==> src/rtl/div36x18.sv <==
// Iterative 36-by-18 restoring divider with per-operand signedness flags.
// One quotient bit per cycle; the result is held on o_valid until the consumer takes it.
module div36x18 (
  input  logic        i_clk,
  input  logic        i_rst,
  input  logic        i_valid,
  output logic        o_ready,
  input  logic [35:0] i_dividend,
  input  logic [17:0] i_divisor,
  input  logic        i_dividend_ns,
  input  logic        i_divisor_ns,
  output logic        o_valid,
  input  logic        i_ready,
  output logic [35:0] o_quotient,
  output logic [17:0] o_remainder,
  output logic        o_dbz,
  output logic        o_ovf,
  output logic [1:0]  o_dbg_state
);

  // Handshakes: an operand transfer happens on a rising edge with i_valid && o_ready;
  // a result transfer happens on a rising edge with o_valid && i_ready.
  typedef enum logic [1:0] {
    S_IDLE = 2'd0,
    S_CALC = 2'd1,
    S_FIX  = 2'd2,
    S_DONE = 2'd3
  } state_t;

  state_t      r_state;
  state_t      w_next;
  logic [35:0] r_mag_q;
  logic [17:0] r_mag_d;
  logic [18:0] r_rem;
  logic [5:0]  r_cnt;
  logic        r_neg_q;
  logic        r_neg_r;
  logic        r_signed;
  logic [17:0] r_dvd_lo;
  logic        r_valid;
  logic [35:0] r_quotient;
  logic [17:0] r_remainder;
  logic        r_dbz;
  logic        r_ovf;

  logic        w_dvd_neg;
  logic        w_dvs_neg;
  logic [19:0] w_shift;
  logic [18:0] w_diff;
  logic        w_ge;
  logic [35:0] w_q_fix;
  logic [17:0] w_r_fix;
  logic        w_ovf_fix;

  assign w_dvd_neg = i_dividend_ns & i_dividend[35];
  assign w_dvs_neg = i_divisor_ns & i_divisor[17];

  // The dividend register doubles as the quotient register: dividend bits leave at the top
  // while quotient bits enter at the bottom.
  assign w_shift = {r_rem, r_mag_q[35]};
  assign w_ge    = (w_shift >= {2'b00, r_mag_d});
  assign w_diff  = w_shift[18:0] - {1'b0, r_mag_d};

  assign w_q_fix   = r_neg_q ? (36'd0 - r_mag_q) : r_mag_q;
  assign w_r_fix   = r_neg_r ? (18'd0 - r_rem[17:0]) : r_rem[17:0];
  assign w_ovf_fix = r_signed & (r_neg_q ? (r_mag_q > 36'h8_0000_0000) : r_mag_q[35]);

  always_comb begin
    w_next = r_state;
    case (r_state)
      S_IDLE: if (i_valid) w_next = S_CALC;
      S_CALC: if (r_cnt == 6'd35) w_next = S_FIX;
      S_FIX:  w_next = S_DONE;
      S_DONE: if (r_valid && i_ready) w_next = S_IDLE;
      default: w_next = S_IDLE;
    endcase
  end

  always_ff @(posedge i_clk) begin
    if (i_rst) begin
      r_state     <= S_IDLE;
      r_mag_q     <= '0;
      r_mag_d     <= '0;
      r_rem       <= '0;
      r_cnt       <= '0;
      r_neg_q     <= 1'b0;
      r_neg_r     <= 1'b0;
      r_signed    <= 1'b0;
      r_dvd_lo    <= '0;
      r_valid     <= 1'b0;
      r_quotient  <= '0;
      r_remainder <= '0;
      r_dbz       <= 1'b0;
      r_ovf       <= 1'b0;
    end else begin
      r_state <= w_next;
      case (r_state)
        S_IDLE: begin
          r_valid <= 1'b0;
          if (i_valid) begin
            r_mag_q  <= w_dvd_neg ? (36'd0 - i_dividend) : i_dividend;
            r_mag_d  <= w_dvs_neg ? (18'd0 - i_divisor) : i_divisor;
            r_neg_q  <= w_dvd_neg ^ w_dvs_neg;
            r_neg_r  <= w_dvd_neg;
            r_signed <= i_dividend_ns | i_divisor_ns;
            r_dvd_lo <= i_dividend[17:0];
            r_rem    <= '0;
            r_cnt    <= '0;
          end
        end
        S_CALC: begin
          r_mag_q <= {r_mag_q[34:0], w_ge};
          r_rem   <= w_ge ? w_diff : w_shift[18:0];
          r_cnt   <= r_cnt + 6'd1;
        end
        S_FIX: begin
          if (r_mag_d == 18'd0) begin
            r_quotient  <= 36'hF_FFFF_FFFF;
            r_remainder <= r_dvd_lo;
            r_dbz       <= 1'b1;
            r_ovf       <= 1'b0;
          end else begin
            r_quotient  <= w_q_fix;
            r_remainder <= w_r_fix;
            r_dbz       <= 1'b0;
            r_ovf       <= w_ovf_fix;
          end
        end
        S_DONE: begin
          // First DONE cycle publishes the result; it is withdrawn on the transfer edge.
          r_valid <= !(r_valid && i_ready);
        end
        default: r_valid <= 1'b0;
      endcase
    end
  end

  assign o_ready     = (r_state == S_IDLE);
  assign o_valid     = r_valid;
  assign o_quotient  = r_quotient;
  assign o_remainder = r_remainder;
  assign o_dbz       = r_dbz;
  assign o_ovf       = r_ovf;
  assign o_dbg_state = r_state;

endmodule

==> config.mk <==
export PLATFORM = sky130hd
export DESIGN_NAME = div36x18
export DESIGN_NICKNAME = d
export VERILOG_FILES = /design/src/rtl/div36x18.sv
export SDC_FILE = /design/constraint.sdc
export NUM_CORES = 1
export LEC_CHECK = 0
export CORE_UTILIZATION = 51
export DETAILED_ROUTE_END_ITERATION = 7
export GPL_TIMING_DRIVEN = 0
export PLACE_DENSITY = 0.9
export SLEW_MARGIN = 30
export SYNTH_ARGS = -nofsm -noshare
export SYNTH_HDL_FRONTEND = slang
export SYNTH_SLANG_ARGS = --single-unit
==> constraint.sdc <==
create_clock -name i_clk -period 2.7 [get_ports i_clk]
set_input_delay 0.27 -clock i_clk [delete_from_list [all_inputs] [get_ports i_clk]]
set_output_delay 0.27 -clock i_clk [all_outputs]
set_load 0.005 [all_outputs]
==> run_results.csv <==
group,metric,value,unit
placement,hpwl,22.1,mm
setup_path,cp.arrival,3.00,ns
logic_synthesis,synth_top_area_share,0.345,
setup_path,cp_num_buf_inv,1,
logic_synthesis,synth_area_leader_cell,"dfxtp_1",
global_routing,met1_usage,0.453,
logic_synthesis,synth_area_leaders,"dfxtp_1, nand2_1, xor2_1, nor2_1, a21oi_1",
route,drtAntennaViolNets,0,
timing,fin_crit,2.68,ns
global_routing,grt_pass1_vias,8983,
hold_path,holdPathStages,3,
power_and_ir_drop,peakVddDrop,0.658,mV
global_routing,use_met2,0.517,
logic_synthesis,synth-seq-cells,159,
global_routing,grt-ovfl-total,0,
global_routing,globalRoute.busiestLayer,"met2",
logic_synthesis,ys_seq_area_frac,0.345,
power_and_ir_drop,power_density,1060,nW/um^2
setup_path,cp-start-kind,"flip-flop",
logic_synthesis,syn_nets,1284,
final_layout,syn2layout_area_growth,26.0,%
logic_synthesis,syn_area,9220,um^2
setup_path,crit_path_cell_trace,"inv_1 > ha_1 > nor2b_1 > o31a_1 > o221ai_2 > o221a_2 > o31ai_1 > a21oi_1 > xor2_1 > o31ai_1",
route,wirelength,31.5,mm
clock_network,insertion_delay,0.44,ns
setup_path,crit_family,"compound AO/OA/AOI/OAI gates",
global_routing,grtUsageTotal,0.337,
final_layout,final_cells,1579,
floorplanning,fp.dieW,136,um
setup_path,critPathCaptureType,"flip-flop",
clock_network,cts_buffers,17,
logic_synthesis,synth.most_common_cell,"nand2_1",
setup_path,worstPathMaxFanout,3,
route,drtIter0Drc,1548,
setup_path,max_stage_delay,0.40,ns
final_layout,nNetsFinal,1429,
logic_synthesis,synth_cells,1196,
setup_path,cp_common_cell,"o31ai_1",
clock_network,clock_path_buffers,2,
floorplanning,io_pins,120,
timing,fin_skew,0.00772,ns
status,status,"completed",
setup_path,cpMaxStageDelayCell,"dfxtp_1",
global_routing,grt_pass1_wl,48.0,mm
floorplanning,placementRows,48,
logic_synthesis,synth_edf_count,0,
placement,dpl_cell_area,10700,um^2
final_layout,fin_area,11600,um^2
final_layout,layout-drive-gt1-share,0.0746,
clock_network,cts_max_level,4,
floorplanning,core_area,17500,um^2
floorplanning,die-height,136,um
clock_network,cts_tree,"yes",
logic_synthesis,synth_cell_type_count,57,
timing,setup_viol,0,
route,drc_errors,0,
clock_network,clock-root-buffer,"clkbuf_16",
timing,tightest_slew,0.926,ns
setup_path,ff2ff_path_depth,10,
global_routing,grtUsageMet3,0.0649,
route,wl_per_cell,20.0,um
route,vias,10200,
final_layout,antenna_cells,0,
placement,dp.cells,1540,
timing,drv_slew,0,
setup_path,critPathKind,"reg2reg",
placement,port_buffers,118,
timing,tns,0,ns
timing,relSlewSlack,0.382,
clock_network,hold_buffers,0,
timing,max_freq,373,MHz
route,drt-vias-per-instance,6.49,
logic_synthesis,synth_ff_type,"dfxtp_1",
clock_network,cts.sinks,159,
timing,fin_crit_sh,0.993,
floorplanning,dieArea,18600,um^2
hold_path,min_path_type,"in2reg",
logic_synthesis,yosys_warnings,0,
floorplanning,initial_utilization,0.527,
logic_synthesis,syn_area_per_cell,7.70,um^2
route,first_pass_iters,6,
run,drv_cap,0,
logic_synthesis,netlist_top_cells_count,"nand2_1, dfxtp_1, nor2_1, a21oi_1, o21ai_0",
setup_path,cp.depth,10,
logic_synthesis,async_reset_ff_frac,0,
setup_path,required,3.02,ns
placement,gp_congestion,0.986,
timing,final-hold-violation-count,0,
power_and_ir_drop,leakage,4.25,nW
power_and_ir_drop,total_power,0.0123,W
clock_network,path_clk_slew,0.07,ns
final_layout,final_core_util,0.664,
global_routing,grt_max_degree,17,
global_routing,antenna_found_initial,0,
[layout make-up]
cell class,count,area (um^2)
flip-flops and latches,159,3190
inverters,38,143
plain buffers,71,295
clock inverters,12,181
clock buffers,20,457
repair buffers,126,1230
fillers,1385,5870
well taps,225,282
multi-input cells,928,5830
[state kept, by name (all words and copies together), names as in the netlist]
| register | cells |
|---|---|
| o_remainder | 18 |
| r_cnt | 6 |
| r_neg_r | 1 |
| r_mag_d | 18 |
| o_ovf | 1 |
| o_dbz | 1 |
| o_dbg_state | 2 |
| r_signed | 1 |
| r_mag_q | 36 |
| o_quotient | 36 |
| r_neg_q | 1 |
| r_rem | 19 |
| o_valid | 1 |
| r_dvd_lo | 18 |
[tightest hold or removal path, delay by kind of cell]
| family | cells | cell delay, ns |
|---|---|---|
| and+or+nand+nor | 1 | 0.07 |
| AOI/OAI and AO/OA | 1 | 0.05 |
| buffers and inverters | 1 | 0.15 |
[layout by cell type, fill, tap and decap left out, types with 6 or more instances in the layout]
| cell type | instances |
|---|---|
| dfxtp_1 | 155 |
| mux2i_1 | 22 |
| ha_1 | 27 |
| or2_2 | 9 |
| nand4_1 | 6 |
| a311oi_1 | 18 |
| inv_1 | 37 |
| o31ai_1 | 31 |
| a211oi_1 | 33 |
| clkbuf_16 | 17 |
| o41ai_1 | 7 |
| a21oi_1 | 93 |
| nor3_1 | 10 |
| buf_1 | 8 |
| or4_4 | 6 |
| or3_1 | 14 |
| o211ai_1 | 20 |
| nand3_1 | 6 |
| xor2_1 | 64 |
| o21ai_0 | 79 |
| a22o_1 | 7 |
| nor2_1 | 137 |
| or4_1 | 10 |
| nor4_1 | 9 |
| xnor2_1 | 46 |
| clkdlybuf4s50_1 | 105 |
| nand2_1 | 183 |
| dlygate4sd2_1 | 6 |
| o22ai_1 | 8 |
| buf_4 | 8 |
| clkbuf_1 | 57 |
[worst paths after layout]
| kind | from | to | slack [ns] |
|---|---|---|---|
| worst max-delay path | r_mag_d[1] | r_rem[17] | 0.02 |
| worst min-delay path | i_dividend[11] | r_dvd_lo[11] | 0.15 |
| worst max register to register | r_mag_d[1] | r_rem[17] | 0.02 |
| worst min register to register | r_dvd_lo[17] | r_dvd_lo[17] | 0.46 |
[timing repair]
item	CTS	global route
setup endpoints to repair	42	42
setup buffers	2	5
pin swaps	3	13
resized for setup	45	34
[metrics by stage]
stage / worst slack, ns / hold slack [ns]
2_1_floorplan: -0.139 / 0.406
3_5_place_dp: -0.870 / 0.450
3_3_place_gp: -0.817 / 0.446
5_1_grt: -0.0410 / 0.148
6_report: 0.0179 / 0.154
4_1_cts: 0.00295 / 0.139
[kinds of logic after synthesis]
| family | after synthesis | share of synthesized area |
|---|---|---|
| buffers and inverters | 109 | 0.0452 |
| adder cells (fa/ha/maj) | 28 | 0.0388 |
| flip-flops | 159 | 0.345 |
| AND/OR/NAND/NOR | 431 | 0.208 |
| multiplexers | 22 | 0.0239 |
| XOR/XNOR | 110 | 0.105 |
| AO/OA/AOI/OAI | 337 | 0.234 |
[report_power, final]
part | switching (W) | leakage, nW | internal (W)
sequential | 0.000672 | 1.30 | 0.00297
clock | 0.00103 | 0.311 | 0.00160
combinational | 0.00361 | 2.64 | 0.00247
[routing by layer]
layer / share of wire / wire, um / up-vias
met3: 0.13 / 4040 / 183
met2: 0.44 / 13800 / 816
met5: 0 / 0 / -
met4: 0.050 / 1580 / 0
li1: - / - / 4525
met1: 0.38 / 12000 / 4719
No activity file was read; power rests on OpenSTA's default activity.
==> patch, RTL diff (same settings) <==
Make the reset (`i_rst`) asynchronous in one clocked block.
--- a/src/rtl/div36x18.sv
+++ b/src/rtl/div36x18.sv
@@ -76,7 +76,7 @@
     endcase
   end
 
-  always_ff @(posedge i_clk) begin
+  always_ff @(posedge i_clk or posedge i_rst) begin
     if (i_rst) begin
       r_state     <= S_IDLE;
       r_mag_q     <= '0;
Function: differs if i_rst is asserted again (counterexample within 4 cycles, from zero or initial values and one cycle with i_rst high); with i_rst held inactive, the same outputs for 10 cycles.
==> patch against the unedited design <==
Total power grew 28%. Non-clock buffer count is the same. Sequential share of layout area grew 5.2 points. Via count shrank 8.4%. Synthesized area grew 5.8%. Clock skew grew 0.0074 ns. Cell area grew 5.1%. Wire length shrank 4.2%. Sequential cell count is the same. Setup slack gained 0.033 ns. Global-route usage shrank 2.3 points. Utilization shrank 1.2 points. Critical path type unchanged. First-iteration DRC count shrank 33%. Highest routed layer unchanged.
==> patch: results (changes against the unedited design) <==
stage	metric	value	unit	change
floorplan	die_area	0.01967	mm^2	+5.7%
place	placed_area	0.01133	mm^2	+6.0%
status	status	completed		
sta	worst_pin_slew	0.9549	ns	+0.02851 ns
power_and_ir_drop	power.density	1299	mW/mm^2	+22%
cells_and_area	fin_nets	1329		-7.0%
global_routing	first_global_vias	8772		-2.3%
clock_tree	numCtsBuffers	17		unchanged
setup_path	startpoint	r_mag_q[35]$_DFFE_PP0P_		
drt	routed-wl-met2	14150	um	+2.2%
global_routing	grt_usage	31.37	%	-2.3 points
global_routing	grt_pass1_wl	47400	um	-1.3%
logic_synthesis	synth_compound_area_share	19.96	%	-3.4 points
logic_synthesis	synthArstFlopShare	100.0	%	+100 points
power_and_ir_drop	ir_worst_vdd	0.0006581	V	about the same
cells_and_area	n_fill_cell	1439		+3.9%
place	dp_hpwl	22480	um	+1.9%
power_and_ir_drop	p_leak	4.956	nW	+17%
logic_synthesis	synthTopCellsByCount	dfrtp_1, o21ai_0, nand2_1		
clock_tree	clock_latency	0.44	ns	about the same
place	globalplace.congestion	0.9785		-0.78%
hold_path	hold_path_class	in2async		
drt	wirelength	30210	um	-4.2%
drt	wirelength_met1	11910	um	-1.1%
sta	skew	0.01516	ns	+0.007446 ns
drt	wl_met3	2906	um	-28%
drt	dr.pass1.iters	7		+1
setup_path	r2r_end	r_rem[9]$_DFFE_PP0P_		
clock_tree	cts_htree_levels	4		unchanged
global_routing	grt_use_met1	41.15	%	-4.2 points
logic_synthesis	ys_top_cells_by_area	dfrtp_1, o21ai_0, xnor2_1		
logic_synthesis	synth_mux_area_share	5.097	%	+2.7 points
logic_synthesis	syn_nets	1176		-8.4%
setup_path	rrSetupSlack	0.05	ns	+0.03 ns
place	place_ws	-0.4452	ns	+0.4251 ns
sta	whs	0.1691	ns	+0.01478 ns
logic_synthesis	synth_fa_ha_area_share	3.672	%	-0.21 points
global_routing	grt_use_met3	6.359	%	-0.13 points
logic_synthesis	syn_inst	1088		-9.0%
clock_tree	postCtsSetupRepairBufs	1		-1
global_routing	grt_max_degree	34		+17
drt	drt_iter0_drc	1035		-33%
setup_path	r2r_cells	11		+1
logic_synthesis	synthXorXnorAreaFrac	10.42	%	-0.030 points
global_routing	use_met2	50.63	%	-1.1 points
cells_and_area	layout-drive-gt1-share	11.48	%	+4.0 points
setup_path	critPathMaxFanout	10		+7
logic_synthesis	yosysSeqAreaShare	40.83	%	+6.3 points
drt	post_drt_wl_per_cell	20.30	um	+1.7%
drt	vias	9382		-8.4%
setup_path	arrival	2.96	ns	-0.04 ns
logic_synthesis	yosysUniqueCellTypes	65		+14%
place	io_buffers	119		+0.85%
clock_tree	cts.repair.resized	14		-69%
place	post-place-cells	1446		-6.1%
patch: changes by cell type after synthesis, moves of 29 or more:
cell / delta
a211oi_1: -33
dfrtp_1: +159
dfxtp_1: -159
mux2_2: +29
nand2_1: -75
nor2_1: -57
o21ai_0: +30
patch: worst max path at each step:
stage	end	depth (start not counted)	slack (ns)
final	r_rem[9]$_DFFE_PP0P_	11	0.05
after global routing	o_quotient[24]$_DFFE_PP0P_	8	-0.01
after CTS	r_mag_q[27]$_DFFE_PP0P_	9	0.0001
after detailed placement	r_mag_q[33]$_DFFE_PP0P_	8	-0.45
after global placement	o_quotient[10]$_DFFE_PP0P_	2	-0.86
after floorplan	r_rem[11]$_DFFE_PP0P_	12	0.12
patch: layout make-up:
class / instances / share of cell area (%)
buffer: 59 / 2.021
multi-input combinational: 819 / 45.06
clock inverter: 14 / 1.272
tap: 234 / 2.400
timing repair buffer: 138 / 11.49
sequential: 159 / 32.68
inverter: 47 / 1.477
clock buffer: 18 / 3.601
patch: where the power goes:
part / total (W) / leakage (nW) / switching [W] / internal (W)
logic: 0.00870 / 2.73 / 0.00490 / 0.00380
registers: 0.00466 / 1.93 / 0.00115 / 0.00351
clock network: 0.00248 / 0.293 / 0.00108 / 0.00140
patch: cell families after synthesis:
kind of cell / count (synthesis)
XOR/XNOR: 116
buffers and inverters: 110
multiplexers: 46
adder cells (fa/ha/maj): 28
flip-flops: 159
AND/OR/NAND/NOR: 313
AO/OA/AOI/OAI: 316
patch: worst max-delay path: stages, from the launching register on:
cell	delay, ns
dfrtp_1	0.39
inv_2	0.09
ha_1	0.23
fa_1	0.40
nand2b_4	0.17
a21oi_4	0.15
o21ba_2	0.19
o2111ai_1	0.11
and4_4	0.21
clkbuf_4	0.20
a32oi_1	0.26
o31ai_1	0.12
